===== src/rtl/bip_control_unit.sv =====
// Purpose : sequencing FSM for the BIP accumulator CPU; fetches, decodes and
//           executes one 16-bit instruction at a time (opcode [15:11], operand [10:0]).
// Latency : 3 cycles per instruction (FETCH-DECODE-EXEC); 4 for LD/ADD/SUB (adds MEM).
// Backpressure: none; runs free once started, HLT parks the FSM until reset.
//
// Ports:
//   clk, reset        - single clock; synchronous active-high reset
//   start             - leaves IDLE; ignored in every other state
//   instruction[15:0] - program-memory word at the current PC
//   wr_pc             - one-cycle PC increment enable (EXEC only)
//   operand[10:0]     - latched IR[10:0]: data-memory address and immediate
//   sel_a[1:0]        - accumulator source: 00 memory, 01 immediate, 10 ALU
//   sel_b             - ALU operand B: 0 memory, 1 immediate
//   op_sub            - ALU function: 0 add, 1 subtract
//   wr_acc, wr_ram    - accumulator / data-memory write strobes
//   rd_ram            - data-memory read strobe (MEM only)
//   halted            - high while parked in HALT
//   instr_count[15:0] - executed-instruction counter, only when the macro
//                       BIP_CYCLE_COUNTER_EN is defined (wraps at 0xFFFF)
//
// Every output is decoded from state_q and ir_q only, so nothing on
// instruction or start reaches an output combinationally.

module bip_control_unit (
    input  logic        clk,
    input  logic        reset,
    input  logic        start,
    input  logic [15:0] instruction,
    output logic        wr_pc,
    output logic [10:0] operand,
    output logic [1:0]  sel_a,
    output logic        sel_b,
    output logic        op_sub,
    output logic        wr_acc,
    output logic        wr_ram,
    output logic        rd_ram,
    output logic        halted
`ifdef BIP_CYCLE_COUNTER_EN
    ,
    output logic [15:0] instr_count
`endif
);

    // Opcode map
    localparam logic [4:0] OP_HLT  = 5'b00000;
    localparam logic [4:0] OP_STO  = 5'b00001;
    localparam logic [4:0] OP_LD   = 5'b00010;
    localparam logic [4:0] OP_LDI  = 5'b00011;
    localparam logic [4:0] OP_ADD  = 5'b00100;
    localparam logic [4:0] OP_ADDI = 5'b00101;
    localparam logic [4:0] OP_SUB  = 5'b00110;
    localparam logic [4:0] OP_SUBI = 5'b00111;

    // Accumulator source select encodings
    localparam logic [1:0] SEL_A_MEM = 2'b00;
    localparam logic [1:0] SEL_A_IMM = 2'b01;
    localparam logic [1:0] SEL_A_ALU = 2'b10;

    typedef enum logic [2:0] {
        S_IDLE   = 3'd0,
        S_FETCH  = 3'd1,
        S_DECODE = 3'd2,
        S_MEM    = 3'd3,
        S_EXEC   = 3'd4,
        S_HALT   = 3'd5
    } state_t;

    state_t      state_q, state_d;
    logic [15:0] ir_q, ir_d;
    logic [4:0]  opcode;

    assign opcode = ir_q[15:11];

    // ------------------------------------------------------------------
    // State and instruction register
    // ------------------------------------------------------------------
    always_ff @(posedge clk) begin
        if (reset) begin
            state_q <= S_IDLE;
            ir_q    <= 16'h0000;
        end else begin
            state_q <= state_d;
            ir_q    <= ir_d;
        end
    end

    // ------------------------------------------------------------------
    // Next-state logic
    // ------------------------------------------------------------------
    always_comb begin
        state_d = state_q;
        ir_d    = ir_q;
        case (state_q)
            S_IDLE: begin
                if (start) begin
                    state_d = S_FETCH;
                end
            end
            S_FETCH: begin
                // IR captures the word at the PC as FETCH ends and holds it
                // through DECODE/MEM/EXEC.
                ir_d    = instruction;
                state_d = S_DECODE;
            end
            S_DECODE: begin
                case (opcode)
                    OP_HLT:                state_d = S_HALT;
                    OP_LD, OP_ADD, OP_SUB: state_d = S_MEM;
                    // STO, immediates and every undefined opcode (NOP)
                    default:               state_d = S_EXEC;
                endcase
            end
            S_MEM:    state_d = S_EXEC;
            S_EXEC:   state_d = S_FETCH;
            S_HALT:   state_d = S_HALT;
            default:  state_d = S_IDLE;
        endcase
    end

    // ------------------------------------------------------------------
    // Output decode (Moore: state_q + ir_q only)
    // ------------------------------------------------------------------
    always_comb begin
        wr_pc   = 1'b0;
        sel_a   = SEL_A_MEM;
        sel_b   = 1'b0;
        op_sub  = 1'b0;
        wr_acc  = 1'b0;
        wr_ram  = 1'b0;
        rd_ram  = (state_q == S_MEM);
        halted  = (state_q == S_HALT);
        operand = ir_q[10:0];

        if (state_q == S_EXEC) begin
            // Every executed instruction, NOPs included, advances the PC
            // exactly once; HLT never reaches EXEC so never advances it.
            wr_pc = 1'b1;
            case (opcode)
                OP_STO: begin
                    wr_ram = 1'b1;
                end
                OP_LD: begin
                    wr_acc = 1'b1;
                    sel_a  = SEL_A_MEM;
                end
                OP_LDI: begin
                    wr_acc = 1'b1;
                    sel_a  = SEL_A_IMM;
                end
                OP_ADD: begin
                    wr_acc = 1'b1;
                    sel_a  = SEL_A_ALU;
                end
                OP_ADDI: begin
                    wr_acc = 1'b1;
                    sel_a  = SEL_A_ALU;
                    sel_b  = 1'b1;
                end
                OP_SUB: begin
                    wr_acc = 1'b1;
                    sel_a  = SEL_A_ALU;
                    op_sub = 1'b1;
                end
                OP_SUBI: begin
                    wr_acc = 1'b1;
                    sel_a  = SEL_A_ALU;
                    sel_b  = 1'b1;
                    op_sub = 1'b1;
                end
                default: begin
                    // NOP: only the PC advance
                end
            endcase
        end
    end

`ifdef BIP_CYCLE_COUNTER_EN
    // ------------------------------------------------------------------
    // Executed-instruction counter: one count per wr_pc, free wrap at 16 bits.
    // wr_pc is never high in HALT, so the count freezes there naturally.
    // ------------------------------------------------------------------
    logic [15:0] count_q, count_d;

    always_comb begin
        count_d = count_q;
        if (wr_pc) begin
            count_d = count_q + 16'd1;
        end
    end

    always_ff @(posedge clk) begin
        if (reset) begin
            count_q <= 16'h0000;
        end else begin
            count_q <= count_d;
        end
    end

    assign instr_count = count_q;
`endif

endmodule


===== config.mk =====
export PLATFORM = sky130hd
export DESIGN_NAME = bip_control_unit
export DESIGN_NICKNAME = d
export VERILOG_FILES = /design/src/rtl/bip_control_unit.sv
export SDC_FILE = /design/constraint.sdc
export NUM_CORES = 1
export LEC_CHECK = 0
export ABC_AREA = 1
export CORE_MARGIN = 8
export CORE_UTILIZATION = 37
export CTS_CLUSTER_SIZE = 25
export DETAILED_ROUTE_END_ITERATION = 6
export GPL_ROUTABILITY_DRIVEN = 1
export HOLD_SLACK_MARGIN = 0.15
export PLACE_DENSITY = 0.74
export SLEW_MARGIN = 10
export SYNTH_ARGS = -nofsm -noshare
export SYNTH_HDL_FRONTEND = slang
export SYNTH_SLANG_ARGS = --single-unit

===== constraint.sdc =====
create_clock -name clk -period 0.95 [get_ports clk]
set_input_delay 0.1425 -clock clk [delete_from_list [all_inputs] [get_ports clk]]
set_output_delay 0.1425 -clock clk [all_outputs]
set_load 0.005 [all_outputs]

==> impl_metrics.yaml <==
outcome:
  status: "finished with violations"
  violations: "setup timing"
grt:
  grt_pass1_vias: 1061
  grt_overflow: 0
  antenna_found_initial: 0
  grt_max_degree: 17
  grtUsageTotal_pct: 15.5
  grt_pass1_wl_um: 5290
die:
  initial_core_util_pct: 38.0
  ioPinCount: 39
  die_y_um: 66.0
  core-area_mm2: 0.00243
  fp-row-count: 18
  dieArea_mm2: 0.00435
  die_w_um: 66.0
sta:
  worstMarginPinSlew_ns: 0.687
  max_freq_mhz: 684
  max_slew_margin_pct: 54.2
  setup_viol: 28
  slew_violations: 0
  grt_setup_unrepaired: "true"
  timing.hold.ws_ns: 0.423
  period_needed_ns: 1.46
  fin_worst_skew_ns: 0.00737
  worst_slack_ns: -0.511
  hold_violations: 0
  timing.final.crit_share_pct: 154
  fin_tns_setup_ns: -7.88
synthesis:
  netlist_instances: 127
  yosysSeqAreaShare_pct: 41.1
  synthesis.area_um2: 925
  synthesis.nets: 146
  yosysUniqueCellTypes: 15
  avgSynthCellArea_um2: 7.28
  ys_warn_count: 0
  synth-seq-cells: 19
cells_and_area:
  final_cell_mix: "buf_4, inv_1, clkdlybuf4s50_1, dfxtp_2, buf_2"
  drive_gt1_share_pct: 70.4
  final_common_cell: "buf_4"
  fin_nets: 206
  diodes: 0
  fill_cells: 163
  final_cell_area_mm2: 0.00176
  area_growth_pct: 90.3
clock_network:
  hold_buffers: 0
  clock-root-buffer: "clkbuf_4"
  cts.clk_slew.worst_paths_ns: 0.12
  cts_buffers: 3
  htreeDepth: 1
  clock_path_buffers: 2
  cts_sinks: 19
  clk_latency_ns: 0.31
  cts_tree: "yes"
power:
  power_density_mw_per_mm2: 1790
  ir_drop_mv: 1.04
  p_leak_nw: 0.756
place:
  portBuffers: 38
  dp_hpwl_um: 1870
  placed_area_mm2: 0.00137
  dp_worst_setup_slack_ns: -0.573
  gp_congestion: 0.794
setup_path:
  critPathKind: "register to primary output"
  cp_max_fo: 2
  slowest_stage: "dfxtp_2"
  cpLargestDelayFamily: "simple AND/OR/NAND/NOR gates"
  cp-end-kind: "primary output"
  critical_path_required_ns: 0.81
  critical_path_buf_inv_count: 3
  crit_chain: "inv_2 -> nor2_4 -> nand2_2 -> nor2_2 -> inv_1 -> nor2_1 -> buf_2"
  setup.worst_path.start_class: "register"
  max_stage_delay_ns: 0.38
  cp.arrival_ns: 1.32
min_path:
  hold_class: "primary input to register"
detailed_routing:
  wl_per_cell_um: 17.2
  wirelength_um: 3720
  drt_drc_violations_left: 0
  vias_per_cell: 5.06
  antenna_left: 0
  vias: 1092
  drtIter0Drc: 47
  dr.pass1.iters: 4
job:
  maxCapViolCount: 0
-- metal layers --
layer,up-vias,wire length [µm],track usage [%]
met5,-,0,0
met4,0,162,9.60
met3,13,249,3.39
met2,47,1890,26.7
met1,511,1420,16.9
li1,521,-,-
-- metrics by stage --
stage	utilization (%)	power, W	std cells
3_3_place_gp	56.2	0.00199	197
5_1_grt	72.3	0.00332	216
6_report	72.3	0.00315	216
4_1_cts	67.8	0.00290	212
3_5_place_dp	56.2	0.00202	197
2_1_floorplan	-	0.00162	127
-- logic make-up after synthesis --
logic type,synth area share [%]
buffers and inverters,22.9
AO/OA/AOI/OAI,21.1
AND/OR/NAND/NOR,14.9
flip-flops,41.1
-- tightest hold or removal path, stage by stage --
cell             delay (ns)
clkdlybuf4s50_1        0.39
o21ai_1                0.12
a21oi_1                0.04
-- area by class of cell --
type | instances | area [µm²] | share of cell area (%)
clock inverter | 1 | 7.51 | 0.427
tap | 30 | 37.5 | 2.13
clock buffer | 3 | 22.5 | 1.28
multi-input combinational | 68 | 566 | 32.1
inverter | 25 | 98.8 | 5.62
sequential | 19 | 403 | 22.9
timing repair buffer | 70 | 624 | 35.5
-- Yosys cell counts --
library cell	n	share of area (%)
buf_6	2	2.4
inv_2	1	0.41
nand3_4	1	1.9
nand3_1	8	4.3
buf_2	1	0.54
nor3_1	2	1.1
buf_4	12	9.7
nand2_1	6	2.4
nor2_2	1	0.68
nor2_1	11	4.5
a21oi_1	22	12
inv_1	24	9.7
dfxtp_1	19	41
o21ai_1	13	7.0
o21ai_0	4	2.2
-- final timing paths --
path / from / end / slack [ns] / depth (start not counted)
min reg2reg: ir_q[8] / ir_q[8] / 0.45 / 2
min: instruction[8] / ir_q[8] / 0.42 / 3
max reg2reg: ir_q[13] / state_q[0] / -0.28 / 9
max: ir_q[13] / sel_b / -0.51 / 7
-- state kept, by name, indices dropped and copies added (netlist names) --
name     count
ir_q        16
state_q      3
-- where the power goes --
part | internal (W) | switching (W) | total (W)
sequential | 0.000980 | 0.000117 | 0.00110
combinational | 0.000816 | 0.000805 | 0.00162
clock | 0.000160 | 0.000277 | 0.000437
-- what timing repair did --
action                                  4_1_cts  5_1_grt
gates resized for setup                     154       26
endpoints found under the setup margin       39       29
buffers inserted                             12        7
pin swaps                                    22       13
hold endpoints to repair                      0        0
gates cloned                                  2        0
Power figures use the tool's default switching activity.
